**config.mk**
```make
export PLATFORM = sky130hd
export DESIGN_NAME = console_writer
export DESIGN_NICKNAME = d
export VERILOG_FILES = /design/src/rtl/console_pkg.sv /design/src/rtl/tile_addr.sv /design/src/rtl/console_writer.sv
export SDC_FILE = /design/constraint.sdc
export NUM_CORES = 1
export LEC_CHECK = 0
export CAP_MARGIN = 20
export CELL_PAD_IN_SITES_DETAIL_PLACEMENT = 0
export CELL_PAD_IN_SITES_GLOBAL_PLACEMENT = 1
export CORE_ASPECT_RATIO = 1.1
export CORE_MARGIN = 4
export CORE_UTILIZATION = 45
export CTS_CLUSTER_SIZE = 8
export DETAILED_ROUTE_END_ITERATION = 7
export DONT_BUFFER_PORTS = 1
export GPL_ROUTABILITY_DRIVEN = 0
export HOLD_SLACK_MARGIN = 0.08
export PLACE_DENSITY_LB_ADDON = 0.1
export SYNTH_ARGS = -nofsm -noshare
export SYNTH_HDL_FRONTEND = slang
export SYNTH_SLANG_ARGS = --single-unit
```
**constraint.sdc**
```tcl
create_clock -name clk -period 9.6 [get_ports clk]
set_clock_uncertainty 0.15 [all_clocks]
set_input_delay 1.92 -clock clk [delete_from_list [all_inputs] [get_ports clk]]
set_output_delay 1.92 -clock clk [all_outputs]
set_load 0.1 [all_outputs]
```
**src/rtl/console_pkg.sv**
```systemverilog
// Shared constants, control codes and FSM states for the console writer.
// CONSOLE_FF_CLEAR_EN adds the CLEAR_SCREEN state for form feed.
package console_pkg;

    localparam int COLS_DEF = 80;
    localparam int ROWS_DEF = 60;

    localparam logic [7:0] CH_LF    = 8'h0A;
    localparam logic [7:0] CH_CR    = 8'h0D;
    localparam logic [7:0] CH_BS    = 8'h08;
    localparam logic [7:0] CH_FF    = 8'h0C;
    localparam logic [7:0] CH_BLANK = 8'h20;

    typedef enum logic [1:0] {
        IDLE,
        WRITE,
        CLEAR_LINE
`ifdef CONSOLE_FF_CLEAR_EN
        ,
        CLEAR_SCREEN
`endif
    } state_t;

    function automatic logic is_print(input logic [7:0] c);
        return (c >= 8'h20) && (c <= 8'h7E);
    endfunction

endpackage

```
**src/rtl/tile_addr.sv**
```systemverilog
// Combinational (x,y) -> linear tile address, built from shifted copies
// of y for each set bit of COLS so no multiplier is inferred.
module tile_addr
    import console_pkg::*;
#(
    parameter int COLS   = COLS_DEF,
    parameter int ADDR_W = 13
) (
    input  logic [6:0]        x,
    input  logic [5:0]        y,
    output logic [ADDR_W-1:0] addr
);

    always_comb begin
        addr = ADDR_W'(x);
        // For 80 this reduces to (y<<6) + (y<<4) + x
        for (int i = 0; i < 32; i++) begin
            if (COLS[i]) begin
                addr = addr + (ADDR_W'(y) << i);
            end
        end
    end

endmodule

```
**src/rtl/console_writer.sv**
```systemverilog
// Byte-stream text writer for the tile background RAM with cursor control.
// Define CONSOLE_FF_CLEAR_EN to make 0x0C clear the whole screen.
module console_writer
    import console_pkg::*;
#(
    parameter int                COLS   = COLS_DEF,
    parameter int                ROWS   = ROWS_DEF,
    parameter int                ADDR_W = 13,
    parameter int                DATA_W = 8,
    parameter logic [DATA_W-1:0] BLANK  = DATA_W'(CH_BLANK)
) (
    input  logic              clk,
    input  logic              clr,
    input  logic              in_valid,
    input  logic [7:0]        in_data,
    output logic              in_ready,
    output logic              wea,
    output logic [ADDR_W-1:0] addra,
    output logic [DATA_W-1:0] dina,
    output logic [6:0]        cursor_x,
    output logic [5:0]        cursor_y,
    output logic              busy
);

    localparam logic [ADDR_W-1:0] LAST_COL = ADDR_W'(COLS - 1);
`ifdef CONSOLE_FF_CLEAR_EN
    localparam logic [ADDR_W-1:0] LAST_TILE = ADDR_W'(COLS * ROWS - 1);
`endif

    state_t            state;
    state_t            nxt;
    logic [ADDR_W-1:0] cnt;
    logic [ADDR_W-1:0] waddr;
    logic [6:0]        wx;
    logic [5:0]        wy;
    logic [5:0]        y_next;
    logic              take;
    logic              print;
    logic              at_eol;

    assign in_ready = (state == IDLE) && !clr;
    assign take     = in_valid && in_ready;
    assign print    = is_print(in_data);
    assign at_eol   = (cursor_x == 7'(COLS - 1));
    assign y_next   = (cursor_y == 6'(ROWS - 1)) ? 6'd0 : cursor_y + 6'd1;

    // One address mapper serves every write source
    always_comb begin
        wx = cursor_x;
        wy = cursor_y;
        if (state == CLEAR_LINE) begin
            wx = cnt[6:0];
        end else if (in_data == CH_BS) begin
            wx = cursor_x - 7'd1;
        end else if (in_data == CH_LF) begin
            wx = 7'd0;
            wy = y_next;
        end
    end

    tile_addr #(
        .COLS   (COLS),
        .ADDR_W (ADDR_W)
    ) u_tile_addr (
        .x    (wx),
        .y    (wy),
        .addr (waddr)
    );

    always_ff @(posedge clk) begin
        if (clr) state <= IDLE;
        else     state <= nxt;
    end

    always_comb begin
        nxt = state;
        unique case (state)
            IDLE: begin
                if (take) begin
                    if (print)                nxt = at_eol ? CLEAR_LINE : WRITE;
                    else if (in_data == CH_LF) nxt = CLEAR_LINE;
`ifdef CONSOLE_FF_CLEAR_EN
                    else if (in_data == CH_FF) nxt = CLEAR_SCREEN;
`endif
                    else                      nxt = WRITE;
                end
            end
            CLEAR_LINE: if (cnt == LAST_COL) nxt = WRITE;
`ifdef CONSOLE_FF_CLEAR_EN
            CLEAR_SCREEN: if (cnt == LAST_TILE) nxt = WRITE;
`endif
            default: nxt = IDLE;
        endcase
    end

    // A newline issues its first blank write immediately, hence cnt starts at 1
    always_ff @(posedge clk) begin
        if (clr) begin
            wea      <= 1'b0;
            addra    <= '0;
            dina     <= '0;
            cursor_x <= '0;
            cursor_y <= '0;
            busy     <= 1'b0;
            cnt      <= '0;
        end else begin
            wea  <= 1'b0;
            busy <= 1'b0;
            case (state)
                IDLE: begin
                    if (take) begin
                        if (print) begin
                            wea   <= 1'b1;
                            addra <= waddr;
                            dina  <= DATA_W'(in_data);
                            if (at_eol) begin
                                cursor_x <= '0;
                                cursor_y <= y_next;
                                cnt      <= '0;
                            end else begin
                                cursor_x <= cursor_x + 7'd1;
                            end
                        end else if (in_data == CH_LF) begin
                            wea      <= 1'b1;
                            busy     <= 1'b1;
                            addra    <= waddr;
                            dina     <= BLANK;
                            cursor_x <= '0;
                            cursor_y <= y_next;
                            cnt      <= ADDR_W'(1);
                        end else if (in_data == CH_CR) begin
                            cursor_x <= '0;
                        end else if (in_data == CH_BS && cursor_x != 7'd0) begin
                            wea      <= 1'b1;
                            addra    <= waddr;
                            dina     <= BLANK;
                            cursor_x <= cursor_x - 7'd1;
`ifdef CONSOLE_FF_CLEAR_EN
                        end else if (in_data == CH_FF) begin
                            wea      <= 1'b1;
                            busy     <= 1'b1;
                            addra    <= '0;
                            dina     <= BLANK;
                            cursor_x <= '0;
                            cursor_y <= '0;
                            cnt      <= ADDR_W'(1);
`endif
                        end
                    end
                end
                CLEAR_LINE: begin
                    wea   <= 1'b1;
                    busy  <= 1'b1;
                    addra <= waddr;
                    dina  <= BLANK;
                    cnt   <= cnt + 1'b1;
                end
`ifdef CONSOLE_FF_CLEAR_EN
                CLEAR_SCREEN: begin
                    wea   <= 1'b1;
                    busy  <= 1'b1;
                    addra <= cnt;
                    dina  <= BLANK;
                    cnt   <= cnt + 1'b1;
                end
`endif
                default: ;
            endcase
        end
    end

endmodule
```
==> summary.md <==
| Metric | Value |
|---|---|
| Final Hold Fails | 0 |
| M3 GR Usage | 5.191% |
| Ports | 48 |
| Worst Max-Slew Pin Slew | 1.161 ns |
| GR Util met1 | 27.84% |
| Flops & latches, synth | 51 |
| Initial Utilization | 47.07% |
| Clk root buf | clkbuf_8 |
| VDD IR max | 0.06781 mV |
| CTS tree | built |
| Die height | 98.55 um |
| Max-slew violation count | 0 |
| CP arrival | 5.29 ns |
| Total number of vias | 3,133 |
| Syn_area_per_cell | 8.064 um2 |
| Pre-Repair DR Iteration Count | 5 |
| Setup TNS | 0 ns |
| CP max FO | 7 |
| CP Launch Type | input pin |
| Sequential share of power | 52.6% |
| MaxCap Viol Count | 0 |
| Cts hold-fix bufs | 0 |
| Hold WS | 0.3362 ns |
| HPWL after DPL | 6634 um |
| Share of cells above drive strength 1 | 8.516% |
| Die area | 8901 um2 |
| Placement Rows | 32 |
| Max-slew headroom | 22.50% |
| CP required | 9.69 ns |
| FMAX | 192.4 MHz |
| Layout area overhead | 6.341% |
| Mapped cell area | 3354 um2 |
| IO Port Bufs | 0 |
| Core area | 7127 um2 |
| Syn Inst Count | 416 |
| Number of fill cells | 737 |
| Syn Nets | 445 |
| P_sw | 0.0001284 W |
| Worst Hold Class | flip-flop to flip-flop |
| Clock Pin Slew Worst Setup and Hold Paths | 0.10 ns |
| Antenna cell count | 0 |
| DRT Wirelength | 9067 um |
| Most Used Layer, Global Route | met2 |
| Comb power frac | 14.8% |
| RSZ-0062 raised after global routing | no |
| Min cycle time layout | 5.199 ns |
| Outcome | finished clean |
| Starting DRT DRC Count | 228 |
| Htree depth | 2 |
| Clock sink count | 51 |
| Pleak | 1.308 nW |
| Post-synth top area share | 30.44% |
| Worst skew pair latency | 0.30 ns |
| Int Power | 0.0003001 W |
| M2 GR Usage | 31.38% |
| Clock power frac | 32.6% |
| Vias per Instance | 6.317 |
| WHS Path Cells | 2 |
| Seq/Total Area, Yosys | 30.44% |
| Post-synth top flop | dfxtp_1 |
| Top cells by count, synth | dfxtp_1 (51), nor2_1 (42), nand2_1 (41), a21oi_1 (40), inv_1 (18) |
| Pin count of the biggest net entering global routing | 39 |
| Crit path capture type | flip-flop |
| Warnings from Yosys | 0 |
| Num CTS Buffers | 5 |
| Post-CTS Setup Bufs | 0 |
| Synth area leader | dfxtp_1 |
| Post-synthesis cell type count | 69 |
| Crit share post-route | 54.15% |
| GR Util All Layers | 19.97% |
| Max Buffers Root-to-Sink | 2 |
| Sw Share | 29.96% |
| Grt total ovfl | 0 |
| Ys async rst share | 0% |
| Die X-Extent | 90.32 um |
| Initial antenna violation count | 0 |
| Area contributors post-synth | dfxtp_1 (30%), a21oi_1 (6.0%), ha_1 (6.0%) |
| Post-CTS sizing | 0 |
| R2R cell count | 12 |
| WL per Instance | 18.28 um |
| DRT antenna net count | 0 |
| First-pass GRT wire length | 14,780 um |
| DRC Markers | 0 |
| Final setup viols | 0 |
| Post-synth EDFFs | 0 |
| Fin nets | 439 |
| Vias in the first global route | 2,831 |
| Crit path kind | input pin to flip-flop |
| Top-count cell post-synth | dfxtp_1 |
| Cell Pwr Density | 120.1 nW/um2 |
-- path summary, 6_finish.rpt --
check	start	end	slack, ns
hold reg to reg	cnt[12]	cnt[12]	0.34
hold / removal	cnt[12]	cnt[12]	0.34
setup reg to reg	cursor_y[0]	addra[11]	5.25
setup / recovery	in_data[4]	addra[11]	4.40
-- metrics by stage --
step	total power [W]	setup slack [ns]	instances	utilization, %	cell area (um2)
4_1_cts	0.0004354	4.433	496	50.05	3567
2_1_floorplan	0.0002818	3.351	416	-	3354
3_5_place_dp	0.0002931	4.136	488	48.60	3463
6_report	0.0004285	4.401	496	50.05	3567
3_3_place_gp	0.0002938	4.182	488	48.60	3463
5_1_grt	0.0004503	4.123	496	50.05	3567
-- power by group through the flow --
| stage | clock (W) | sequential, W | combinational [W] |
|---|---|---|---|
| global placement | 0 | 0.000230 | 0.0000636 |
| global route | 0.000156 | 0.000226 | 0.0000683 |
| finish | 0.000140 | 0.000226 | 0.0000633 |
| detailed placement | 0 | 0.000230 | 0.0000627 |
| CTS | 0.000147 | 0.000225 | 0.0000629 |
| floorplan | 0 | 0.000242 | 0.0000399 |
-- final cells by class --
| class | instances | area [um2] | area share (%) |
|---|---|---|---|
| sequential | 51 | 1021 | 28.62 |
| clock buffer | 7 | 96.34 | 2.701 |
| tap | 85 | 106.4 | 2.981 |
| multi-input combinational | 322 | 2158 | 60.51 |
| timing repair buffer | 12 | 110.1 | 3.087 |
| clock inverter | 1 | 7.507 | 0.2105 |
| inverter | 18 | 67.56 | 1.894 |
-- worst max-delay path, stage by stage --
cell and delay [ns]:
nor4_2 0.57, nand3_1 0.34, a21o_1 0.24, a221oi_1 0.28, nor2_1 0.09, fa_1 0.52
inv_1 0.07, fa_1 0.45, nand2b_1 0.18, a21oi_1 0.16, o21ai_0 0.13, a22o_1 0.19
a31oi_1 0.14
-- placed cells by master (no fill, tap or decap), types with 5 or more instances in the layout --
master,n
dfxtp_1,51
nand4_1,10
nand3_1,17
xor2_1,7
a211oi_1,7
clkbuf_8,7
nor3_1,8
nand2b_1,5
buf_4,11
a31oi_1,7
a21oi_1,40
nor2_1,42
ha_1,16
and3_1,5
inv_1,18
nand2_1,41
nor4_1,5
o21ai_0,13
a211o_1,5
o2111ai_1,5
-- routing by layer --
| metal | share of wire (%) | routed length [um] |
|---|---|---|
| met1 | 48 | 4350 |
| met2 | 45 | 4090 |
| met3 | 6.6 | 599 |
| met4 | 0.30 | 27 |
| met5 | 0 | 0 |
-- registers in the layout (all words and copies together), names as in the netlist --
signal / count
wea: 1
cursor_x: 7
addra: 13
busy: 1
dina: 8
cursor_y: 6
state: 2
cnt: 13
-- cell families (layout without fill, tap and decap cells) --
group           count (synthesis)  count (layout)  synth area share [%]
mux                             5               5                 1.567
buf+inv                        43              38                 5.706
compound gates                129             129                 27.75
fa+ha+maj                      18              18                 7.161
simple gates                  161             161                 25.03
flops                          51              51                 30.44
xor+xnor                        9               9                 2.350
(Power assumes the default switching activity.)
